--- config.mk ---
export PLATFORM = sky130hd
export DESIGN_NAME = lut_cmul_pipe
export DESIGN_NICKNAME = d
export VERILOG_FILES = /design/src/rtl/lut_cmul_pkg.sv /design/src/rtl/lut_cmul_pp.sv /design/src/rtl/lut_cmul_pipe.sv
export SDC_FILE = /design/constraint.sdc
export NUM_CORES = 1
export LEC_CHECK = 0
export ABC_CLOCK_PERIOD_IN_PS = 2560
export CAP_MARGIN = 20
export CORE_UTILIZATION = 53
export CTS_CLUSTER_DIAMETER = 50
export DETAILED_ROUTE_END_ITERATION = 10
export PLACE_DENSITY = 0.76
export SYNTH_ARGS = -nofsm -noshare
export SYNTH_HDL_FRONTEND = slang
export SYNTH_SLANG_ARGS = --single-unit
--- constraint.sdc ---
create_clock -name clk -period 2.56 [get_ports clk]
set_input_delay 0.512 -clock clk [delete_from_list [all_inputs] [get_ports clk]]
set_output_delay 0.512 -clock clk [all_outputs]
set_load 0.05 [all_outputs]
--- src/rtl/lut_cmul_pkg.sv ---
// lut_cmul_pkg: shared widths, saturation constants and helper functions for
// the runtime-coefficient pipelined multiplier (lut_cmul_pipe).
package lut_cmul_pkg;

  // Width of the saturation event counter and its ceiling value.
  localparam int SAT_CNT_W = 16;
  localparam logic [SAT_CNT_W-1:0] SAT_CNT_MAX = '1;

  // Signed clamp limits for a given output width, held at 64 bits so they can
  // be compared directly against a sign-extended full-width product.
  typedef struct packed {
    logic signed [63:0] min_v;
    logic signed [63:0] max_v;
  } sat_bounds_t;

  // Full-precision width of a DATA_W x COEF_W signed product.
  function automatic int prod_w(input int data_w, input int coef_w);
    return data_w + coef_w;
  endfunction

  // Most negative and most positive values representable in out_w bits.
  function automatic sat_bounds_t sat_bounds(input int out_w);
    sat_bounds_t b;
    b.max_v = (64'sd1 <<< (out_w - 1)) - 64'sd1;
    b.min_v = -(64'sd1 <<< (out_w - 1));
    return b;
  endfunction

endpackage

--- src/rtl/lut_cmul_pp.sv ---
// lut_cmul_pp: one signed partial product of a shift-and-add multiplier.
// The coefficient bit position and whether it is the (negatively weighted)
// two's complement sign bit are fixed at elaboration time, so each instance
// reduces to a mux between zero and a shifted, possibly negated, operand.
module lut_cmul_pp
  import lut_cmul_pkg::*;
#(
  parameter int DATA_W  = 4,
  parameter int COEF_W  = 4,
  parameter int BIT_IDX = 0,
  parameter bit IS_MSB  = 1'b0,
  localparam int PW     = prod_w(DATA_W, COEF_W)
) (
  input  logic signed [DATA_W-1:0] data,
  input  logic                     coef_bit,
  output logic signed [PW-1:0]     pp
);

  logic signed [PW-1:0] data_ext;
  logic signed [PW-1:0] shifted;

  // Sign-extend, weight by 2^BIT_IDX, and negate when this is the sign bit.
  always_comb begin
    data_ext = {{(PW-DATA_W){data[DATA_W-1]}}, data};
    shifted  = data_ext <<< BIT_IDX;
    if (!coef_bit) begin
      pp = '0;
    end else if (IS_MSB) begin
      pp = -shifted;
    end else begin
      pp = shifted;
    end
  end

endmodule

--- src/rtl/lut_cmul_pipe.sv ---
// lut_cmul_pipe: pipelined signed multiplier, DATA_W-bit operand times a
// per-beat COEF_W-bit coefficient, valid/ready on both sides, tag passthrough.
// Stages: S1 input register, S2 partial-sum register, S3 full product
// register, then the narrowed output register. The whole pipe advances
// together whenever the output register is empty or being drained.
// Optional feature macro: LUT_CMUL_SAT_EN (clamp to OUT_W and count clamps);
// when undefined the product wraps to OUT_W and sat_cnt is tied to zero.
module lut_cmul_pipe
  import lut_cmul_pkg::*;
#(
  parameter int DATA_W = 4,
  parameter int COEF_W = 4,
  parameter int OUT_W  = DATA_W + COEF_W,
  parameter int TAG_W  = 4
) (
  input  logic                 clk,
  input  logic                 rst_n,
  input  logic                 in_valid,
  output logic                 in_ready,
  input  logic [DATA_W-1:0]    in_data,
  input  logic [COEF_W-1:0]    in_coef,
  input  logic [TAG_W-1:0]     in_tag,
  output logic                 out_valid,
  input  logic                 out_ready,
  output logic [OUT_W-1:0]     out_data,
  output logic [TAG_W-1:0]     out_tag,
  output logic [SAT_CNT_W-1:0] sat_cnt
);

  localparam int PW   = prod_w(DATA_W, COEF_W);
  localparam int LO_N = COEF_W / 2;

  logic                     adv;

  logic                     s1_valid;
  logic signed [DATA_W-1:0] s1_data;
  logic [COEF_W-1:0]        s1_coef;
  logic [TAG_W-1:0]         s1_tag;

  logic signed [PW-1:0]     pp [COEF_W];
  logic signed [PW-1:0]     sum_lo;
  logic signed [PW-1:0]     sum_hi;

  logic                     s2_valid;
  logic signed [PW-1:0]     s2_lo;
  logic signed [PW-1:0]     s2_hi;
  logic [TAG_W-1:0]         s2_tag;

  logic                     s3_valid;
  logic signed [PW-1:0]     s3_prod;
  logic [TAG_W-1:0]         s3_tag;

  logic [OUT_W-1:0]         narrow_data;

  // Bubbles are not collapsed: a full, stalled output freezes every stage.
  assign adv      = !out_valid || out_ready;
  assign in_ready = adv;

  for (genvar i = 0; i < COEF_W; i++) begin : g_pp
    lut_cmul_pp #(
      .DATA_W (DATA_W),
      .COEF_W (COEF_W),
      .BIT_IDX(i),
      .IS_MSB (i == COEF_W - 1)
    ) u_pp (
      .data    (s1_data),
      .coef_bit(s1_coef[i]),
      .pp      (pp[i])
    );
  end

  // Reduce the partial products into a low-index and a high-index sum.
  always_comb begin
    sum_lo = '0;
    sum_hi = '0;
    for (int i = 0; i < COEF_W; i++) begin
      if (i < LO_N) begin
        sum_lo = sum_lo + pp[i];
      end else begin
        sum_hi = sum_hi + pp[i];
      end
    end
  end

  // Pipeline registers: all stages move together on adv, all valids clear on reset.
  always_ff @(posedge clk or negedge rst_n) begin
    if (!rst_n) begin
      s1_valid  <= 1'b0;
      s1_data   <= '0;
      s1_coef   <= '0;
      s1_tag    <= '0;
      s2_valid  <= 1'b0;
      s2_lo     <= '0;
      s2_hi     <= '0;
      s2_tag    <= '0;
      s3_valid  <= 1'b0;
      s3_prod   <= '0;
      s3_tag    <= '0;
      out_valid <= 1'b0;
      out_data  <= '0;
      out_tag   <= '0;
    end else if (adv) begin
      s1_valid  <= in_valid;
      s1_data   <= in_data;
      s1_coef   <= in_coef;
      s1_tag    <= in_tag;
      s2_valid  <= s1_valid;
      s2_lo     <= sum_lo;
      s2_hi     <= sum_hi;
      s2_tag    <= s1_tag;
      s3_valid  <= s2_valid;
      s3_prod   <= s2_lo + s2_hi;
      s3_tag    <= s2_tag;
      out_valid <= s3_valid;
      out_data  <= narrow_data;
      out_tag   <= s3_tag;
    end
  end

`ifdef LUT_CMUL_SAT_EN

  localparam sat_bounds_t        BOUNDS  = sat_bounds(OUT_W);
  localparam logic signed [63:0] SAT_MIN = BOUNDS.min_v;
  localparam logic signed [63:0] SAT_MAX = BOUNDS.max_v;
  localparam logic [OUT_W-1:0]   MIN_Q   = SAT_MIN[OUT_W-1:0];
  localparam logic [OUT_W-1:0]   MAX_Q   = SAT_MAX[OUT_W-1:0];

  logic signed [63:0]     prod_ext;
  logic                   narrow_sat;
  logic                   out_sat;
  logic [SAT_CNT_W-1:0]   sat_cnt_q;

  assign prod_ext = {{(64-PW){s3_prod[PW-1]}}, s3_prod};

  // Clamp to the OUT_W range; with OUT_W equal to the full width this never fires.
  always_comb begin
    narrow_sat  = 1'b0;
    narrow_data = s3_prod[OUT_W-1:0];
    if (prod_ext > SAT_MAX) begin
      narrow_data = MAX_Q;
      narrow_sat  = 1'b1;
    end else if (prod_ext < SAT_MIN) begin
      narrow_data = MIN_Q;
      narrow_sat  = 1'b1;
    end
  end

  // Clamp flag travels with the result so it can be counted at its handshake.
  always_ff @(posedge clk or negedge rst_n) begin
    if (!rst_n) begin
      out_sat <= 1'b0;
    end else if (adv) begin
      out_sat <= s3_valid && narrow_sat;
    end
  end

  // Count clamped results as they leave, sticking at the counter ceiling.
  always_ff @(posedge clk or negedge rst_n) begin
    if (!rst_n) begin
      sat_cnt_q <= '0;
    end else if (out_valid && out_ready && out_sat && (sat_cnt_q != SAT_CNT_MAX)) begin
      sat_cnt_q <= sat_cnt_q + 1'b1;
    end
  end

  assign sat_cnt = sat_cnt_q;

`else

  // Plain two's complement wrap: keep the low OUT_W bits of the product.
  always_comb begin
    narrow_data = s3_prod[OUT_W-1:0];
  end

  if (OUT_W < PW) begin : g_wrap_drop
    logic unused_hi_bits;
    assign unused_hi_bits = ^s3_prod[PW-1:OUT_W];
  end

  assign sat_cnt = '0;

`endif

endmodule
==> load_flow_metrics.sql <==
INSERT INTO impl_metrics (metric_group, metric, value, unit) VALUES
('clock_tree', 'cts_resized', '0', ''),
('layout', 'area.growth.synth_to_final', '16.5', '%'),
('global_routing', 'grt_antenna_before_repair', '0', ''),
('layout', 'layout.area.seq', '0.00145', 'mm2'),
('global_routing', 'globalRouteOverflowTotal', '0', ''),
('pwr', 'power.switching_fraction', '41.9', '%'),
('sta', 'min_period', '2280', 'ps'),
('sta', 'setup_slack', '278', 'ps'),
('placement', 'finalWeightedCongestion', '0.866', ''),
('worst_setup_path', 'critical_path.startpoint_type', 'flip-flop', ''),
('layout', 'fin_nets', '384', ''),
('layout', 'final_layout_size_suffix_gt1_share', '7.02', '%'),
('route', 'drt-vias-per-instance', '4.75', ''),
('layout', 'multi_input_area', '0.00124', 'mm2'),
('clock_tree', 'clk-insertion-delay-late', '320', 'ps'),
('clock_tree', 'cts.hold.buffers_added', '0', ''),
('global_routing', 'grt_usage', '19.9', '%'),
('yosys', 'number_of_unique_standard_cell_types_used_by_synthesis', '28', ''),
('sta', 'fin_tns_setup', '0', 'ps'),
('pwr', 'power_frac_comb', '44.4', '%'),
('worst_setup_path', 'cp-end-kind', 'flip-flop', ''),
('floorplanning', 'dieArea', '0.00565', 'mm2'),
('pwr', 'cellInternalPower', '2380', 'uW'),
('pwr', 'total_switching_power', '1720', 'uW'),
('floorplanning', 'top_level_ports', '46', ''),
('layout', 'final_common_cell', 'sky130_fd_sc_hd__nand2_1', ''),
('clock_tree', 'root_buffer_master', 'sky130_fd_sc_hd__clkbuf_8', ''),
('route', 'drc_errors', '0', ''),
('clock_tree', 'post-cts-setup-buffer-count', '0', ''),
('clock_tree', 'h-tree-depth', '3', ''),
('status', 'result_of_the_run', 'completed', ''),
('pwr', 'power_density', '1240', 'mW/mm2'),
('floorplanning', 'floorplan.die.height', '75.2', 'um'),
('worst_setup_path', 'reg2regPathDepth', '9', ''),
('floorplanning', 'die_wd', '75.2', 'um'),
('route', 'detailroute.via_count', '2024', ''),
('placement', 'port-buffer-count', '29', ''),
('layout', 'final_cell_mix', 'sky130_fd_sc_hd__nand2_1 (130), sky130_fd_sc_hd__dfrtp_1 (58), sky130_fd_sc_hd__clkdlybuf4s50_1 (27), sky130_fd_sc_hd__conb_1 (16), sky130_fd_sc_hd__ha_1 (14)', ''),
('sta', 'setup_viol_count_final', '0', ''),
('yosys', 'ys.flop_type', 'sky130_fd_sc_hd__dfrtp_1', ''),
('sta', 'fmax', '0.438', 'GHz'),
('clock_tree', 'worst_setup_hold_path_clk_slew', '70', 'ps'),
('worst_setup_path', 'cp_max_fo', '6', ''),
('layout', 'n_fill_cell', '473', ''),
('sta', 'tightest_slew', '509', 'ps'),
('worst_setup_path', 'cp_data_arrival_time', '2530', 'ps'),
('route', 'drt-total-wl', '4.67', 'mm'),
('pwr', 'p_total', '4100', 'uW'),
('route', 'detailedRoute.firstIterationViolations', '107', ''),
('min_path', 'hold_path.class', 'in2async', ''),
('layout', 'antenna_cells_inserted', '0', ''),
('clock_tree', 'cts_num_sinks', '58', ''),
('yosys', 'syn_avg_cell_area', '8.90', 'um2'),
('sta', 'maxSlewHeadroom', '66.0', '%'),
('route', 'wire_per_inst', '11.0', 'um'),
('sta', 'fin_crit_sh', '89.1', '%'),
('placement', 'dpl.hpwl', '3.30', 'mm'),
('sta', 'skew', '5.79', 'ps'),
('sta', 'slew_viol_final', '0', ''),
('route', 'postRouteAntennaNets', '0', ''),
('pwr', 'power.sequential.fraction', '38.1', '%'),
('global_routing', 'grt_start_max_net_pins', '52', ''),
('clock_tree', 'tritoncts', 'built', ''),
('floorplanning', 'core_area', '0.00514', 'mm2'),
('yosys', 'count_of_flip_flops_with_a_built_in_enable_after_synthesis', '0', ''),
('pwr', 'static-leakage-power', '0.00173', 'uW'),
('floorplanning', 'placementRows', '26', ''),
('global_routing', 'first_pass_grt_wire_length', '8.25', 'mm'),
('placement', 'post_placement_worst_setup_slack', '304', 'ps'),
('pwr', 'clockPowerShare', '17.5', '%'),
('worst_setup_path', 'worstSetupPathType', 'reg2reg', '');
==> state kept, by name, summed over array words and instances (netlist names) <==
signal,cells
narrow_data,8
out_data,8
out_tag,4
out_valid,1
s1_coef,4
s1_data,4
s1_tag,4
s1_valid,1
s2_hi,6
s2_lo,8
s2_tag,4
s2_valid,1
s3_tag,4
s3_valid,1
==> cell type report <==
class                      count  area share [%]
multi-input combinational    237            37.4
inverter                      11            1.25
sequential                    58            43.9
clock buffer                  11            4.27
tap                           70            2.65
timing repair buffer          34            9.68
clock inverter                 5           0.908
==> cell families (layout without fill, tap and decap cells) <==
group                    count (synthesis)  after routing  share of synthesized area [%]
XOR/XNOR                                 9              9                           2.78
AO/OA/AOI/OAI                           33             33                           6.70
flip-flops                              58             58                           51.1
adder cells (fa/ha/maj)                 17             17                           8.29
buffers and inverters                   39             61                           7.58
AND/OR/NAND/NOR                        162            162                           23.4
other                                    1             16                          0.132
==> through the flow <==
| stage | std cells | area, um2 |
|---|---|---|
| 2_1_floorplan | 334 | 2900 |
| 6_report | 426 | 3310 |
| 5_1_grt | 426 | 3310 |
| 4_1_cts | 426 | 3310 |
| 3_5_place_dp | 410 | 3140 |
| 3_3_place_gp | 410 | 3140 |
==> synthesized netlist by cell type, drive strengths merged, types with 4 or more instances <==
cell    count  area share [%]
nor2        8             1.1
nand2     130              17
o21ai      11             1.9
a21oi      11             1.9
xor2        7             2.2
dfrtp      58              51
ha         14             6.2
and2        9             2.0
buf        23             5.5
inv        11             1.5
clkbuf      5            0.66
a21o        4             1.1
nor2b       4            0.88
==> power groups by stage <==
stage	Clock, uW	Combinational, uW	Sequential [uW]
floorplan	0	1070	1870
global placement	0	1780	1560
detailed placement	0	1840	1580
CTS	741	1850	1570
global route	783	2050	1620
finish	716	1820	1560
==> path summary, 6_finish.rpt <==
path                       slack (ps)         end        from
setup / recovery                  280    s2_hi[7]  s1_data[0]
hold / removal                    120   s3_tag[1]       rst_n
setup reg to reg                  280    s2_hi[7]  s1_data[0]
hold reg to reg                   460   out_valid    s3_valid
max in group asynchronous        1820  s1_coef[0]       rst_n
min in group clk                  460   out_valid    s3_valid
==> critical path, cell delays in order (launching register included) <==
cell	delay (ps)
sky130_fd_sc_hd__dfrtp_1	410
sky130_fd_sc_hd__inv_1	80
sky130_fd_sc_hd__ha_1	210
sky130_fd_sc_hd__or2b_1	210
sky130_fd_sc_hd__and3_1	180
sky130_fd_sc_hd__ha_1	310
sky130_fd_sc_hd__nor2b_1	150
sky130_fd_sc_hd__o21a_1	170
sky130_fd_sc_hd__or3_1	340
sky130_fd_sc_hd__a31oi_1	160
==> routing by layer <==
layer	up-vias	global-route usage, %	share of wire [%]
met5	-	0	0
met4	0	8.02	1.5
met3	8	5.22	3.6
met2	46	32.6	48
met1	932	25.3	47
li1	1038	-	-
(Power assumes the default switching activity.)
